## config.mk

```make
export PLATFORM = sky130hd
export DESIGN_NAME = pc_fetch_unit_flat
export DESIGN_NICKNAME = d
export VERILOG_FILES = /design/src/rtl/pc_fetch_if.sv /design/src/rtl/pc_fetch_unit.sv /design/src/flat_wrapper.sv
export SDC_FILE = /design/constraint.sdc
export NUM_CORES = 1
export LEC_CHECK = 0
export ABC_AREA = 1
export CORE_MARGIN = 2
export CORE_UTILIZATION = 42
export DETAILED_ROUTE_END_ITERATION = 8
export PLACE_DENSITY = 0.78
export SETUP_SLACK_MARGIN = 0.5
export SLEW_MARGIN = 25
export SYNTH_ARGS = -nofsm -noshare
export SYNTH_HDL_FRONTEND = slang
export SYNTH_SLANG_ARGS = --single-unit
```

## constraint.sdc

```tcl
create_clock -name clk -period 2.55 [get_ports clk]
set_input_delay 0.51 -clock clk [delete_from_list [all_inputs] [get_ports clk]]
set_output_delay 0.51 -clock clk [all_outputs]
set_load 0.03 [all_outputs]
```

## src/rtl/pc_fetch_if.sv

```systemverilog
`timescale 1ns/1ps
`default_nettype none
// ============================================================================
// Module   : pc_fetch_if
// Purpose  : Jump-control, instruction-memory and decode signals of the fetch unit
// Revision : 1.0
// ============================================================================
interface pc_fetch_if;
  logic [1:0]  JumpOP;
  logic [15:0] imm16;
  logic [25:0] jaddr;
  logic [31:0] rs_data;
  logic        exec_done;
  logic        imem_req;
  logic [31:0] imem_addr;
  logic        imem_gnt;
  logic        imem_rvalid;
  logic [31:0] imem_rdata;
  logic [31:0] instr;
  logic        instr_valid;
  logic [31:0] pc;
  logic [31:0] pc_plus4;
  logic        misalign_err;

  modport master (
    input  JumpOP, imm16, jaddr, rs_data, exec_done,
    input  imem_gnt, imem_rvalid, imem_rdata,
    output imem_req, imem_addr, instr, instr_valid, pc, pc_plus4, misalign_err
  );

  modport slave (
    output JumpOP, imm16, jaddr, rs_data, exec_done,
    output imem_gnt, imem_rvalid, imem_rdata,
    input  imem_req, imem_addr, instr, instr_valid, pc, pc_plus4, misalign_err
  );
endinterface
`default_nettype wire

```

## src/rtl/pc_fetch_unit.sv

```systemverilog
`timescale 1ns/1ps
`default_nettype none
// ============================================================================
// Module   : pc_fetch_unit
// Purpose  : PC register and request/grant/response fetch sequencer
// Revision : 1.0
// ============================================================================
module pc_fetch_unit #(
  parameter logic [31:0] RESET_PC = 32'h0000_0000
) (
  input  logic         clk,
  input  logic         rst,
  pc_fetch_if.master   bus
);

  localparam logic [2:0] S_IDLE = 3'd0;
  localparam logic [2:0] S_REQ  = 3'd1;
  localparam logic [2:0] S_WAIT = 3'd2;
  localparam logic [2:0] S_EXEC = 3'd3;
  localparam logic [2:0] S_HALT = 3'd4;

  logic [2:0]  state_q, state_d;
  logic [31:0] pc_q, pc_d;
  logic [31:0] instr_q, instr_d;
  logic        misalign_q, misalign_d;

  logic [31:0] pc_plus4_w;
  logic [31:0] br_off_w;
  logic [31:0] next_pc_w;

  assign pc_plus4_w = pc_q + 32'd4;
  assign br_off_w   = {{14{bus.imm16[15]}}, bus.imm16, 2'b00};

  always_comb begin
    next_pc_w = pc_plus4_w;
    case (bus.JumpOP)
      2'd0:    next_pc_w = pc_plus4_w;
      2'd1:    next_pc_w = pc_plus4_w + br_off_w;
      2'd2:    next_pc_w = bus.rs_data;
      default: next_pc_w = {pc_plus4_w[31:28], bus.jaddr, 2'b00};
    endcase
  end

  always_comb begin
    state_d    = state_q;
    pc_d       = pc_q;
    instr_d    = instr_q;
    misalign_d = misalign_q;
    case (state_q)
      S_IDLE: state_d = S_REQ;
      S_REQ: begin
        if (bus.imem_gnt) state_d = S_WAIT;
      end
      S_WAIT: begin
        if (bus.imem_rvalid) begin
          instr_d = bus.imem_rdata;
          state_d = S_EXEC;
        end
      end
      S_EXEC: begin
        if (bus.exec_done) begin
          // A misaligned register target freezes the PC at the offending jr
          if (bus.JumpOP == 2'd2 && bus.rs_data[1:0] != 2'b00) begin
            misalign_d = 1'b1;
            state_d    = S_HALT;
          end else begin
            pc_d    = next_pc_w;
            state_d = S_REQ;
          end
        end
      end
      S_HALT:  state_d = S_HALT;
      default: state_d = S_IDLE;
    endcase
  end

  always_ff @(posedge clk) begin
    if (rst) begin
      state_q    <= S_IDLE;
      pc_q       <= RESET_PC;
      instr_q    <= 32'h0;
      misalign_q <= 1'b0;
    end else begin
      state_q    <= state_d;
      pc_q       <= pc_d;
      instr_q    <= instr_d;
      misalign_q <= misalign_d;
    end
  end

  assign bus.imem_req     = (state_q == S_REQ);
  assign bus.imem_addr    = pc_q;
  assign bus.instr        = instr_q;
  assign bus.instr_valid  = (state_q == S_EXEC);
  assign bus.pc           = pc_q;
  assign bus.pc_plus4     = pc_plus4_w;
  assign bus.misalign_err = misalign_q;

endmodule
`default_nettype wire

```

## src/flat_wrapper.sv

```systemverilog
// flat-port wrapper written by rule: the top's interface ports become plain ports
module pc_fetch_unit_flat 
#(
  parameter logic [31:0] RESET_PC = 32'h0000_0000
)
  (clk, rst, bus_JumpOP, bus_imm16, bus_jaddr, bus_rs_data, bus_exec_done, bus_imem_gnt, bus_imem_rvalid, bus_imem_rdata, bus_imem_req, bus_imem_addr, bus_instr, bus_instr_valid, bus_pc, bus_pc_plus4, bus_misalign_err);
  pc_fetch_if bus_i ();
  input  logic clk;
  input  logic rst;
  input wire logic [$bits(bus_i.JumpOP)-1:0] bus_JumpOP;
  input wire logic [$bits(bus_i.imm16)-1:0] bus_imm16;
  input wire logic [$bits(bus_i.jaddr)-1:0] bus_jaddr;
  input wire logic [$bits(bus_i.rs_data)-1:0] bus_rs_data;
  input wire logic [$bits(bus_i.exec_done)-1:0] bus_exec_done;
  input wire logic [$bits(bus_i.imem_gnt)-1:0] bus_imem_gnt;
  input wire logic [$bits(bus_i.imem_rvalid)-1:0] bus_imem_rvalid;
  input wire logic [$bits(bus_i.imem_rdata)-1:0] bus_imem_rdata;
  output wire logic [$bits(bus_i.imem_req)-1:0] bus_imem_req;
  output wire logic [$bits(bus_i.imem_addr)-1:0] bus_imem_addr;
  output wire logic [$bits(bus_i.instr)-1:0] bus_instr;
  output wire logic [$bits(bus_i.instr_valid)-1:0] bus_instr_valid;
  output wire logic [$bits(bus_i.pc)-1:0] bus_pc;
  output wire logic [$bits(bus_i.pc_plus4)-1:0] bus_pc_plus4;
  output wire logic [$bits(bus_i.misalign_err)-1:0] bus_misalign_err;
  assign bus_i.JumpOP = bus_JumpOP;
  assign bus_i.imm16 = bus_imm16;
  assign bus_i.jaddr = bus_jaddr;
  assign bus_i.rs_data = bus_rs_data;
  assign bus_i.exec_done = bus_exec_done;
  assign bus_i.imem_gnt = bus_imem_gnt;
  assign bus_i.imem_rvalid = bus_imem_rvalid;
  assign bus_i.imem_rdata = bus_imem_rdata;
  assign bus_imem_req = bus_i.imem_req;
  assign bus_imem_addr = bus_i.imem_addr;
  assign bus_instr = bus_i.instr;
  assign bus_instr_valid = bus_i.instr_valid;
  assign bus_pc = bus_i.pc;
  assign bus_pc_plus4 = bus_i.pc_plus4;
  assign bus_misalign_err = bus_i.misalign_err;
  pc_fetch_unit #(.RESET_PC(RESET_PC)) u_core (.clk(clk), .rst(rst), .bus(bus_i));
endmodule
```

# After elaboration in Yosys (flattened, before gate mapping)
# Cells that the tools add are included.
# totals
elab_cells	30
output_inout_bits	131
ff_bits	68
# classes
add_sub_neg	2
n_bitwise	1
n_mux	6
eq_ne	9
reduce_logical	8
# ops
operator	count
32-bit one-hot mux with 3 select lines	1
32-bit by 3-bit adder with 32-bit output (second input constant)	1
32-bit adder	1
3-bit one-hot mux with 5 select lines	1
3-bit two-way mux	4
3-bit AND reduction	3
3-bit by 2-bit equality test with 1-bit output (second input constant)	2
2-bit inequality test (second input constant)	3
3-bit by 1-bit equality test with 1-bit output (second input constant)	1
3-bit equality test (second input constant)	1
3-bit logical NOT	1
2-bit by 1-bit equality test with 1-bit output (second input constant)	1
2-bit equality test (second input constant)	1
2-bit logical NOT	1
2-bit AND reduction	1
2-bit nonzero test	1
1-bit logical AND	1
1-bit NOT	1

# Depth between registers and ports, before layout
# depth
depth_word	5
depth_mapped	24
ltp_nobuf	24

# Worst setup path before layout
# No wires, ideal clock.
# synth_path
path_kind	flip-flop to flip-flop
from	reg u_core.pc_q[2] (netlist: u_core.bus.imem_addr[2])
to	reg u_core.pc_q[28] (netlist: u_core.bus.imem_addr[28])
setup_time_ns	0.109
synth_period_minus_slack_ns	3.367
stages_incl_launch_ff	18
path_slack_ns	-0.817
arrival_ns	3.258
t_required_ns	2.441
path_cell_list	dfxtp_1 > ha_1 > nand2_1 > nor2_4 > inv_1 > nor2_4 > xor2_1 > ha_1 > nand2_1 > inv_1 > a21oi_1 > nor2_1 > o21ai_0 > nand4_1 > nand3_1 > nand3_1 > nand2_1 > inv_1
# synth_between
elab_chain_cells	3
# synth_lines
element	line_no	source
start: declaration	pc_fetch_unit.sv:23	logic [31:0] pc_q, pc_d;
start signal: assignment	pc_fetch_unit.sv:85	pc_q <= pc_d;
32-bit by 3-bit adder with 32-bit output	pc_fetch_unit.sv:31	assign pc_plus4_w = pc_q + 32'd4;
via bus_pc_plus4[14]	flat_wrapper.sv:23	output wire logic [$bits(bus_i.pc_plus4)-1:0] bus_pc_plus4;
32-bit adder	pc_fetch_unit.sv:38	2'd1: next_pc_w = pc_plus4_w + br_off_w;
32-bit one-hot mux with 3 select lines	pc_fetch_unit.sv:36	case (bus.JumpOP)
# The timed path passes the listed nets, and every way through them passes these cells.
# A chain may end at the register's enable or synchronous reset.

# Final worst setup path
# layout_path
from	reg u_core.pc_q[14] (netlist: u_core.bus.imem_addr[14])
to	reg u_core.pc_q[19] (netlist: u_core.bus.imem_addr[19])
# layout_between
elab_chain_cells	3
# layout_lines
element	line_no
32-bit by 3-bit adder with 32-bit output *	pc_fetch_unit.sv:31
32-bit adder	pc_fetch_unit.sv:38
32-bit one-hot mux with 3 select lines *	pc_fetch_unit.sv:36
# Mark *: on every way between the ends. The rest lies on a longest branch, timed or not.

==> impl_results.md <==
* Outcome: finished, violations left
* Failing checks: negative setup slack
* Final core occ at 84.8%
* Syn-to-layout area delta at 99.7%
* Die height at 133 microns
* Total Power at 4.59 mW
* Vias in the first global route at 9,899
* # clock sinks at 68
* Fill count at 834
* Most frequent cells in the layout: 235 x nand2_1, 193 x buf_4, 168 x inv_1
* CTS buffer count at 9
* Initial drt markers at roughly 1.3k
* Root buf cell: clkbuf_16
* Mean Syn Cell Area at ~5.7 sq um
* Top post-synthesis cells by area: nand2_1 20%, dfxtp_1 20%, inv_1 12%
* Initial Util at 42.4%
* Gpl congestion at 0.999
* Full die area at between 15,000 and 20,000 sq um
* H-tree Lvls at 3
* FFs w/ async S/R, synth at 0%
* Commonest non-fill, non-tap cell in the layout: nand2_1
* Part of the cycle the worst path needs at 117%
* Clock Latency Late Sink at 350 ps
* Worst EP arrival at 3240 ps
* Min-Delay Path Class: flop to flop
* Layout cells sized above 1 at 42.8%
* Final #Nets at 1,812
* DR vias at 10.8k
* Synth unique cells at 47
* Die width at 133 microns
* Post-synth top area share at 19.7%
* Crit path max fanout at 5
* Synth warn at 0
* Post-layout minimum cycle time at 2980 ps
* Final HPWL DP at 24.4 mm
* First-pass GRT wire length at 51.3 mm
* Worst path required time at 2810 ps
* P_leak at 7.06 nW
* Max-cap violations at 0
* Setup Skew at 9.39 ps
* CP startpoint kind: flop
* Clock Path Buffers at 2
* Gr ovfl total at 0
* Pwr per Cell Area at 330 nW/um^2
* Number of synthesized flops with an enable pin at 0
* N_diodes at 0
* Final ANT Viol Nets at 0
* Worst rel slew slack at 64.6%
* Core area at 16,400 sq um
* FF+latch count, synth at 68
* Register area at 1440 sq um
* Worst Path Class, Setup: flop to flop
* Syn Std Cell Area at about 7000 sq um
* DR vias/cell at 5.72
* Slew @ Worst Pin at roughly 530 ps
* Clock Pin Slew Worst Setup and Hold Paths at approximately 70 ps
* Worst setup margin at -426 ps
* FMAX at around 0.34 GHz
* Final setup TNS at -7820 ps
* Wire per inst at 21.0 microns
* I/O Buffers at 243
* Area leader, netlist: nand2_1
* RSZ-0062 raised after global routing: true
* Largest net degree at the start of global routing at 35
* Initial antenna violation count at 0
* Drt drc at 0
* CTS tree: yes
* Final setup fails at 32
* Post-Route WL at around 40 mm
* Max-slew violation count at 0
* Crit. End Element: flop
* Top_reg_cell synth: dfxtp_1
* GRT Resource Usage Total at between 30% and 40%
* VDD IR-drop max at 0.000579 V
* Area of the multi-input gates at 6200 sq um
* Syn Nets at 1,361
* Sequential area share after synthesis at 19.6%
* DR pass1 iterations at 8
* Synthesized instance count at 1,211
* Boundary pin count at roughly 240
* Final count of hold timing violations at 0
* Row count at 47
[sequential cells by signal, summed over array words and instances (netlist names)]
| register | cells |
|---|---|
| u_core.bus.misalign_err | 1 |
| u_core.bus.instr | 32 |
| u_core.bus.imem_addr | 32 |
| u_core.state_q | 3 |
[layer usage]
| metal | track usage [%] | part of all wire [%] |
|---|---|---|
| met1 | 43.4 | 36 |
| met2 | 64.0 | 47 |
| met3 | 7.16 | 9.5 |
| met4 | 18.9 | 7.8 |
| met5 | 0 | 0 |
[cell usage after synthesis (4+ instances only)]
library cell and instances:
nand2_1 366, inv_1 214, nor2_1 104, a21oi_1 93, nand3_1 85, dfxtp_1 68
o21ai_0 56, buf_4 36, ha_1 36, clkbuf_1 14, nand4_1 14, nand3b_1 10
o21ai_1 10, nor3_1 9, xor2_1 9, nor2_4 8, or2_2 7, and2_1 6
buf_2 6, nand2_4 6, nand2_2 5, nor2_2 4
[kinds of logic (layout without fill, tap and decap cells)]
group / count (synthesis) / after routing / synth area share (%)
AND/OR/NAND/NOR: 633 / 633 / 40.3
adder cells (fa/ha/maj): 37 / 37 / 6.76
XOR/XNOR: 11 / 11 / 1.38
buffers and inverters: 279 / 735 / 17.7
AO/OA/AOI/OAI: 183 / 183 / 14.2
flip-flops: 68 / 68 / 19.6
[critical path, stage by stage, from the launching register on]
cell     delay [ps]
dfxtp_4         410
nand2_4          80
buf_6           120
nor2_4          160
nand2_4          90
nor2_4          190
xor2_4          350
ha_4            270
nand2_2         120
inv_1            70
nand2_1          70
nand2_1          60
inv_1            80
nand2_2          80
inv_2            60
nand2_1          60
nand2_2          60
nand3_2         130
nand3_2         130
nand2_2         100
a21oi_1         200
[area by class of cell]
cell class                 count  share of cell area (%)
clock buffer                  10                    1.80
timing repair buffer         502                    34.8
inverter                     217                    6.14
clock inverter                 6                   0.360
multi-input combinational    864                    44.6
tap                          220                    1.98
sequential                    68                    10.3
[metrics by stage]
step | instances | area [sq um] | worst slack [ps] | hold slack [ps]
floorplan | 1211 | 7410 | -154 | 467
global placement | 1806 | 11200 | -418 | 430
detailed placement | 1806 | 11200 | -412 | 437
CTS | 1853 | 12800 | -149 | 445
global route | 1887 | 13900 | -501 | 454
finish | 1887 | 13900 | -426 | 441
[worst paths after layout]
check,start,end,slack (ps),depth (start not counted)
max,u_core.bus.imem_addr[14],u_core.bus.imem_addr[19],-430,20
min,u_core.bus.instr[16],u_core.bus.instr[16],440,2
max reg2reg,u_core.bus.imem_addr[14],u_core.bus.imem_addr[19],-430,20
min reg2reg,u_core.bus.instr[16],u_core.bus.instr[16],440,2
[where the power goes]
| part | internal, mW | switching (mW) | total, mW | leakage (nW) |
|---|---|---|---|---|
| Clock | 0.737 | 0.575 | 1.31 | 0.152 |
| Combinational | 0.905 | 1.16 | 2.06 | 6.34 |
| Sequential | 1.14 | 0.0800 | 1.22 | 0.568 |
| Total | 2.78 | 1.81 | 4.59 | 7.06 |
[timing repair]
item                                   in CTS  in global routing
resized for setup                         387                225
setup buffers                              31                 34
pin swaps                                 109                 96
endpoints found under the hold margin       0                  0
cloned                                      0                  0
hold buffers                                0                  0
setup endpoints to repair                  72                 87
(Power assumes the default switching activity.)
